File: src/rtl/mem_arbiter.sv
// mem_arbiter: shares one memory port between instruction fetch (IFU) and load/store (LSU), one transaction in flight.
// Build option ARB_ROUND_ROBIN_EN selects round-robin arbitration; without it the LSU has fixed priority.
module mem_arbiter (
  input  logic        clk,
  input  logic        reset,

  input  logic        ifu_req_valid,
  output logic        ifu_req_ready,
  input  logic [31:0] ifu_addr,
  output logic        ifu_resp_valid,
  output logic [31:0] ifu_rdata,

  input  logic        lsu_req_valid,
  output logic        lsu_req_ready,
  input  logic [31:0] lsu_addr,
  input  logic        lsu_wen,
  input  logic [31:0] lsu_wdata,
  input  logic [3:0]  lsu_wmask,
  output logic        lsu_resp_valid,
  output logic [31:0] lsu_rdata,

  output logic        mem_req_valid,
  input  logic        mem_req_ready,
  output logic [31:0] mem_addr,
  output logic        mem_wen,
  output logic [31:0] mem_wdata,
  output logic [3:0]  mem_wmask,
  input  logic        mem_resp_valid,
  input  logic [31:0] mem_rdata,

  output logic        busy
);

  // state  | meaning
  // S_IDLE | no transaction; ready offered to the arbitration winner
  // S_REQ  | mem_req_valid driven with latched fields until mem_req_ready
  // S_RESP | waiting for mem_resp_valid, forwarded to the owner
  typedef enum logic [1:0] {
    S_IDLE = 2'd0,
    S_REQ  = 2'd1,
    S_RESP = 2'd2
  } state_t;

  localparam logic OWN_IFU = 1'b0;
  localparam logic OWN_LSU = 1'b1;

  state_t      r_state;
  state_t      w_next_state;
  logic        r_owner;
  logic [31:0] r_addr;
  logic        r_wen;
  logic [31:0] r_wdata;
  logic [3:0]  r_wmask;

  logic        w_grant_lsu;
  logic        w_accept;

  assign w_accept = (r_state == S_IDLE) && (ifu_req_valid || lsu_req_valid);

`ifdef ARB_ROUND_ROBIN_EN
  logic r_last_grant;

  // On contention, hand the port to whoever did not win last time.
  always_comb begin
    if (ifu_req_valid && lsu_req_valid) begin
      w_grant_lsu = (r_last_grant == OWN_IFU);
    end else begin
      w_grant_lsu = lsu_req_valid;
    end
  end

  always_ff @(posedge clk) begin
    if (reset) begin
      r_last_grant <= OWN_LSU;
    end else if (w_accept) begin
      r_last_grant <= w_grant_lsu;
    end
  end
`else
  always_comb begin
    w_grant_lsu = lsu_req_valid;
  end
`endif

  always_ff @(posedge clk) begin
    if (reset) begin
      r_state <= S_IDLE;
    end else begin
      r_state <= w_next_state;
    end
  end

  always_comb begin
    w_next_state = r_state;
    case (r_state)
      S_IDLE: if (w_accept)       w_next_state = S_REQ;
      S_REQ:  if (mem_req_ready)  w_next_state = S_RESP;
      S_RESP: if (mem_resp_valid) w_next_state = S_IDLE;
      default:                    w_next_state = S_IDLE;
    endcase
  end

  always_comb begin
    ifu_req_ready  = 1'b0;
    lsu_req_ready  = 1'b0;
    mem_req_valid  = 1'b0;
    ifu_resp_valid = 1'b0;
    lsu_resp_valid = 1'b0;
    busy           = (r_state != S_IDLE);
    case (r_state)
      S_IDLE: begin
        ifu_req_ready = ifu_req_valid && !w_grant_lsu;
        lsu_req_ready = lsu_req_valid && w_grant_lsu;
      end
      S_REQ: begin
        mem_req_valid = 1'b1;
      end
      S_RESP: begin
        // Suppressed during reset so an abandoned transaction never pulses.
        ifu_resp_valid = mem_resp_valid && !reset && (r_owner == OWN_IFU);
        lsu_resp_valid = mem_resp_valid && !reset && (r_owner == OWN_LSU);
      end
      default: begin
        busy = 1'b1;
      end
    endcase
  end

  always_ff @(posedge clk) begin
    if (reset) begin
      r_owner <= OWN_IFU;
      r_addr  <= '0;
      r_wen   <= 1'b0;
      r_wdata <= '0;
      r_wmask <= '0;
    end else if (w_accept) begin
      r_owner <= w_grant_lsu;
      if (w_grant_lsu) begin
        r_addr  <= lsu_addr;
        r_wen   <= lsu_wen;
        r_wdata <= lsu_wdata;
        r_wmask <= lsu_wmask;
      end else begin
        r_addr  <= ifu_addr;
        r_wen   <= 1'b0;
        r_wdata <= '0;
        r_wmask <= 4'hF;
      end
    end
  end

  assign mem_addr  = r_addr;
  assign mem_wen   = r_wen;
  assign mem_wdata = r_wdata;
  assign mem_wmask = r_wmask;
  assign ifu_rdata = mem_rdata;
  assign lsu_rdata = mem_rdata;

endmodule

File: config.mk
export PLATFORM = sky130hd
export DESIGN_NAME = mem_arbiter
export DESIGN_NICKNAME = d
export VERILOG_FILES = /design/src/rtl/mem_arbiter.sv
export SDC_FILE = /design/constraint.sdc
export NUM_CORES = 1
export LEC_CHECK = 0
export BUFFER_PORTS_ARGS = -buffer_cell sky130_fd_sc_hd__buf_2
export CORE_AREA = 2 2 109 111
export DETAILED_ROUTE_END_ITERATION = 8
export DIE_AREA = 0 0 111 113
export PLACE_DENSITY = 0.64
export SYNTH_ARGS = -nofsm -noshare
export SYNTH_HDL_FRONTEND = slang
export SYNTH_SLANG_ARGS = --single-unit
File: constraint.sdc
create_clock -name clk -period 1.3 [get_ports clk]
set_input_delay 0.065 -clock clk [delete_from_list [all_inputs] [get_ports clk]]
set_output_delay 0.065 -clock clk [all_outputs]
set_load 0.02 [all_outputs]
==> qor.txt, run 1 <==
Status: finished with violations
Failing checks: negative setup slack
Worst slew pin tran: 311 ps
Crit path max fanout: 4
CTS buffer count: 9
Fmax: 0.714 GHz
Total power: 6.57 mW
Worst EP arrival: 1340 ps
Clock latency on the worst-skew pair: 320 ps
Worst slew margin: 79.2%
Sink Count: 72
Hold Fails Final Rpt: 0
Layout Nets: 686
Max stage delay cell, worst path: or3b_4
Total core area: 11,300 um^2
CTS H-tree depth: 3
Leakage: 2.30 nW
Worst setup EP type: output pin
Number of max-cap violations: 0
Routed Antenna Nets: 0
Reg2reg path depth: 6
Kind of critical path: reg -> out
Post-Syn Instances: 397
R2R setup slack: -60 ps
DP Wirelength: 7.01 mm
Required time worst endpoint: 1240 ps
P&R area growth vs syn: 42.3%
Quantity of I/O buffers inserted on ports: 181
Hold WC Path Type: in -> reg
Std-Cell Rows: 39
Initial antenna violation count: 0
Post-Route WL: 10.4 mm
N_diodes: 0
Largest net degree at the start of global routing: 47
IO Pins: 278
Chip height: 113 um
Routed len/inst: 14.9 um
Leading cell type in the layout, fill and taps excluded: buf_2
Final setup vio count: 36
Total gr overflow: 0
GRT Overall Usage: 16.4%
Root buf cell: clkbuf_16
Total number of vias: 3,311
Die ar.: 12,500 um^2
Sequential area share after synthesis: 42.0%
Slowest stage delay, CP: 390 ps
Peak supply drop: 616 uV
Startpoint types: register
Mapped Area: 3430 um^2
Fraction of layout cells with a size suffix above 1: 42.4%
Hold_ws: 14.3 ps
Vias in the first global route: 3,319
Chip Width: 111 um
CP Cell Sequence: or3b_4, clkinv_4, buf_12, buf_8
Routability congestion estimate: 0.766
Syn avg cell area: 8.64 um^2
Period minus WS final: 1400 ps
Yosys reg bits: 72
Setup crit end: lsu_req_ready
CTS tree: yes
DR vias/cell: 4.76
Reg-to-Reg Start: r_state[0]$_SDFFE_PP0P_
Clock Skew: 3.66 ps
Pwr/cell area: 1340 nW/um^2
Syn_nets: 536
# DRC: 0
Synth unique cells: 22
Max Buffers Root-to-Sink: 2
First-pass GRT wire length: 16.6 mm
Number of DRC markers in iteration 0: 182
CP Launch Point: r_state[0]$_SDFFE_PP0P_
Max Slew Vio Count: 0
Worst setup margin: -102 ps
DR pass1 iterations: 4
RSZ-0062 raised after global routing: yes
Capturing point of the worst reg2reg path: mem_wdata[24]$_SDFFE_PP0P_
Tcrit/Tclk final: 108%
Most frequent cells in the layout: buf_2, a21oi_1, dfxtp_1, nand2_1
Total of warnings raised by yosys: 0
Initial Util: 30.4%
Clock-pin slew on the worst setup and hold paths: 50 ps
-- critical path: cells and delay by family, from the launching register on --
kind,cells,cell delay [ps]
buf+inv,3,260
flops,1,360
simple gates,1,390
-- registers in the layout, indices dropped and copies added (netlist names) --
signal and count:
mem_addr 32, mem_wdata 32, mem_wen 1, mem_wmask 4
r_owner 1, r_state 2
-- logic make-up after synthesis --
logic type	Yosys count	share of synthesized area, %
AOI/OAI and AO/OA	137	22.4
buffers and inverters	98	19.0
muxes	32	9.33
DFF	72	42.0
and+or+nand+nor	58	7.26
-- power breakdown --
group          internal [mW]  leakage (nW)  switching, mW
clock network           1.58         0.150          0.883
logic                  0.699          1.56          0.870
registers               2.42         0.596          0.111
total                   4.70          2.30           1.86
-- cells in the mapped netlist --
master | n | share of area (%)
or3b_2 | 1 | 0.26
and3_1 | 1 | 0.18
o21ai_0 | 33 | 4.8
dfxtp_1 | 72 | 42
buf_4 | 65 | 14
buf_2 | 14 | 2.0
nor2b_1 | 1 | 0.18
a211oi_1 | 32 | 7.0
buf_6 | 3 | 0.98
or3b_4 | 1 | 0.33
or2_2 | 1 | 0.18
mux2i_1 | 32 | 9.3
nor3_1 | 4 | 0.58
clkbuf_1 | 14 | 1.5
clkinv_2 | 1 | 0.15
nand2b_1 | 1 | 0.18
a22oi_1 | 1 | 0.22
inv_1 | 1 | 0.11
nand2_1 | 35 | 3.8
a21oi_1 | 71 | 10
nor3b_1 | 1 | 0.22
nor2_1 | 12 | 1.3
-- metrics by stage --
stage	cells	setup WS (ps)	utilization (%)	cell area, um^2	setup TNS [ps]
floorplan	397	4.34	-	3430	0
CTS	693	-116	42.7	4810	-1980
global route	695	-155	43.3	4880	-3850
global placement	640	71.2	36.2	4080	0
finish	695	-102	43.3	4880	-1420
detailed placement	640	14.3	36.2	4080	0
-- area by class of cell --
| cell class | count | area (um^2) |
|---|---|---|
| flip-flops and latches | 72 | 1450 |
| multi-input cells | 227 | 1380 |
| clock inverters | 3 | 40.0 |
| inverters | 2 | 12.5 |
| repair buffers | 235 | 1570 |
| fillers | 1108 | 6390 |
| well taps | 143 | 179 |
| clock buffers | 13 | 260 |
-- worst min path at each step --
stage          depth (start not counted)     startpoint                        end  slack, ps
4_1_cts                                3   lsu_wmask[1]  mem_wmask[1]$_SDFFE_PP0P_          3
5_1_grt                                3  mem_req_ready    r_state[1]$_SDFFE_PP0P_         20
3_3_place_gp                           0   mem_rdata[3]               ifu_rdata[3]        130
2_1_floorplan                          2   lsu_wdata[0]  mem_wdata[0]$_SDFFE_PP0P_        200
6_report                               3  mem_req_ready    r_state[1]$_SDFFE_PP0P_         10
3_5_place_dp                           0   mem_rdata[3]               ifu_rdata[3]        130
-- layer usage --
| metal | GRT usage, % | part of all wire, % | vias up |
|---|---|---|---|
| met1 | 18.3 | 40 | 1528 |
| met5 | 0 | 0 | - |
| met3 | 3.59 | 5.8 | 30 |
| met2 | 29.6 | 52 | 134 |
| met4 | 8.25 | 2.4 | 0 |
| li1 | - | - | 1619 |
-- what timing repair did --
item | 4_1_cts | 5_1_grt
setup buffers | 3 | 1
setup endpoints to repair | 6 | 42
gates resized for setup | 17 | 13
pin swaps | 5 | 4
gates cloned | 1 | 1
hold buffers | 33 | 0
endpoints found under the hold margin | 33 | 0
Note: power is estimated with default switching activity, not from simulation.
==> run 2, diff against run 1 <==
- BUFFER_PORTS_ARGS: -buffer_cell sky130_fd_sc_hd__buf_2 -> -buffer_cell sky130_fd_sc_hd__buf_4
==> run 2 against run 1 <==
Effect of this change: power is 2.4% higher; die area stayed put; clock skew is 2.9 ps higher; final area is 7.8% higher; via count is 0.33% lower; wire length is 1.9% higher; critical endpoint is now mem_wdata[23]$_SDFFE_PP0P_; combinational power is 13% higher; global-route usage is 0.63 points lower; worst setup slack worse by 8.1 ps; the flow still finishes with violations (negative setup slack); count of clock-buffer cells in the layout is 2 lower; non-clock buffer count is 11 lower.
==> qor.txt, run 2 (synthesis results as in run 1) <==
Largest net degree at the start of global routing: 38 (-19%)
Most used routing layer: met2
Total number of vias: 3,300 (-0.33%)
CP Cell Sequence: or3b_4, clkinv_4, buf_12, buf_4, buf_8, nand2_2, a21oi_2
Initial antenna violation count: 0 (unchanged)
Failing checks: negative setup slack
Psw: 1.90 mW (+1.8%)
Quantity of I/O buffers inserted on ports: 181 (unchanged)
Post-Route WL: 10.6 mm (+1.9%)
# DRC: 0 (unchanged)
GRT Overall Usage: 15.8% (-0.63 points)
Clock Skew: 6.58 ps (+2.92 ps)
Leakage: 2.38 nW (+3.4%)
Routed len/inst: 15.4 um (+3.7%)
CTS buffer count: 9 (unchanged)
Die ar.: 12,500 um^2 (unchanged)
Sw frac: 28.2% (-0.15 points)
Total core area: 11,300 um^2 (unchanged)
Initial Util: 30.4% (unchanged)
RSZ-0062 raised after global routing: yes
Worst slew pin tran: 404 ps (+92.4 ps)
P&R area growth vs syn: 53.3%
Kind of critical path: reg -> reg
Vias in the first global route: 3,140 (-5.4%)
Clock latency on the worst-skew pair: 320 ps (about the same)
DP Wirelength: 6.88 mm (-1.8%)
Clock Power Share: 35.8% (-1.8 points)
Hold WC Path Type: in -> reg
Fmax: 0.709 GHz (-0.58%)
Chip Width: 111 um (unchanged)
First-pass GRT wire length: 16.0 mm (-3.4%)
P_int: 4.82 mW (+2.6%)
Fraction of layout cells with a size suffix above 1: 43.3% (+0.94 points)
Reg power frac: 37.8% (-0.7 points)
Chip height: 113 um (unchanged)
Most frequent cells in the layout: buf_4, dfxtp_1, a21oi_1
Met2 Usage GRT: 28.8% (-0.86 points)
Final setup TNS: -1780 ps (-360 ps)
CTS H-tree depth: 3 (unchanged)
Total power: 6.72 mW (+2.4%)
N_diodes: 0 (unchanged)
Routed Antenna Nets: 0 (unchanged)
Leading cell type in the layout, fill and taps excluded: buf_4
Worst setup margin: -110 ps (-8.14 ps)
Number of max-cap violations: 0 (unchanged)
Hold Fails Final Rpt: 0 (unchanged)
Final setup vio count: 36 (unchanged)
Met1 usage: 17.4% (-0.89 points)
Combinational share of power: 26.4% (+2.5 points)
Placement Setup Slack: -15.7 ps (-30.0 ps)
Worst setup EP type: register
Worst path bufs/invs: 4 (+1)
CTS tree: yes
Startpoint types: register
Met3 Track Usage GR: 4.50% (+0.91 points)
Period minus WS final: 1410 ps (+8.14 ps)
Crit path max fanout: 6 (+2)
Pwr/cell area: 1280 nW/um^2 (-5.0%)
IO Pins: 278 (unchanged)
Hold_ws: 4.47 ps (-9.80 ps)
Delay-heaviest family, CP: simple AND/OR/NAND/NOR gates
Sink Count: 72 (unchanged)
Max Buffers Root-to-Sink: 2 (unchanged)
Max stage delay cell, worst path: or3b_4
Clock-pin slew on the worst setup and hold paths: 50 ps (about the same)
Std-Cell Rows: 39 (unchanged)
Root buf cell: clkbuf_16
Peak supply drop: 722 uV (+17%)
Slowest stage delay, CP: 390 ps (about the same)
Worst slew margin: 73.1% (-6.2 points)
Total gr overflow: 0 (unchanged)
Status: finished with violations
Number of DRC markers in iteration 0: 264 (+45%)
Cell area after layout: 5260 um^2 (+7.8%)
Worst EP arrival: 1660 ps (+320 ps)
Max Slew Vio Count: 0 (unchanged)
Routability congestion estimate: 0.743 (-3.0%)
Required time worst endpoint: 1550 ps (+310 ps)
DR pass1 iterations: 5 (+1)
Placed inst area: 4520 um^2 (+11%)
Layout Nets: 675 (-1.6%)
Tcrit/Tclk final: 108% (+0.63 points)
DR vias/cell: 4.83 (+1.4%)
[run 2: what timing repair did]
action / in CTS / in global routing
gates resized for setup: 12 / 20
hold buffers: 24 / 3
endpoints found under the setup margin: 6 / 65
endpoints found under the hold margin: 24 / 3
buffers inserted: 2 / 1
pin swaps: 2 / 5
cloned: 1 / 1
[run 2: through the flow]
stage / cells / utilization [%]
finish: 683 / 46.7
global placement: 636 / 40.1
floorplan: 397 / -
CTS: 678 / 45.5
detailed placement: 636 / 40.1
global route: 683 / 46.7
[run 2: power groups by stage]
stage               logic [mW]  clock network, mW  registers (mW)
finish                    1.77               2.41            2.54
global placement          1.58                  0            2.57
global route              1.90               2.57            2.56
detailed placement        1.60                  0            2.58
CTS                       1.71               2.47            2.54
floorplan                0.863                  0            2.80
[run 2: metal layers]
layer / vias to the layer above / part of all wire (%)
met5: - / 0
met4: 0 / 2.2
met2: 136 / 51
met3: 34 / 7.2
li1: 1590 / -
met1: 1540 / 39
[run 2: worst paths after layout]
kind	from	end	slack (ps)	depth (start not counted)
worst max-delay path	r_state[0]$_SDFFE_PP0P_	mem_wdata[23]$_SDFFE_PP0P_	-110	7
worst min-delay path	lsu_wdata[13]	mem_wdata[13]$_SDFFE_PP0P_	4	3
worst max register to register	r_state[0]$_SDFFE_PP0P_	mem_wdata[23]$_SDFFE_PP0P_	-110	7
worst min register to register	mem_wdata[13]$_SDFFE_PP0P_	mem_wdata[13]$_SDFFE_PP0P_	470	2
[run 2: area by class of cell]
class	instances	area, um^2
Clock buffer	11	243
Clock inverter	4	45.0
Fill cell	1057	6010
Inverter	2	12.5
Multi-Input combinational cell	227	1410
Sequential cell	72	1450
Tap cell	143	179
Timing Repair Buffer	224	1920
[run 2: tightest hold or removal path, stage by stage]
cell and delay (ps):
buf_4 110, nand2_1 50, a21oi_1 50
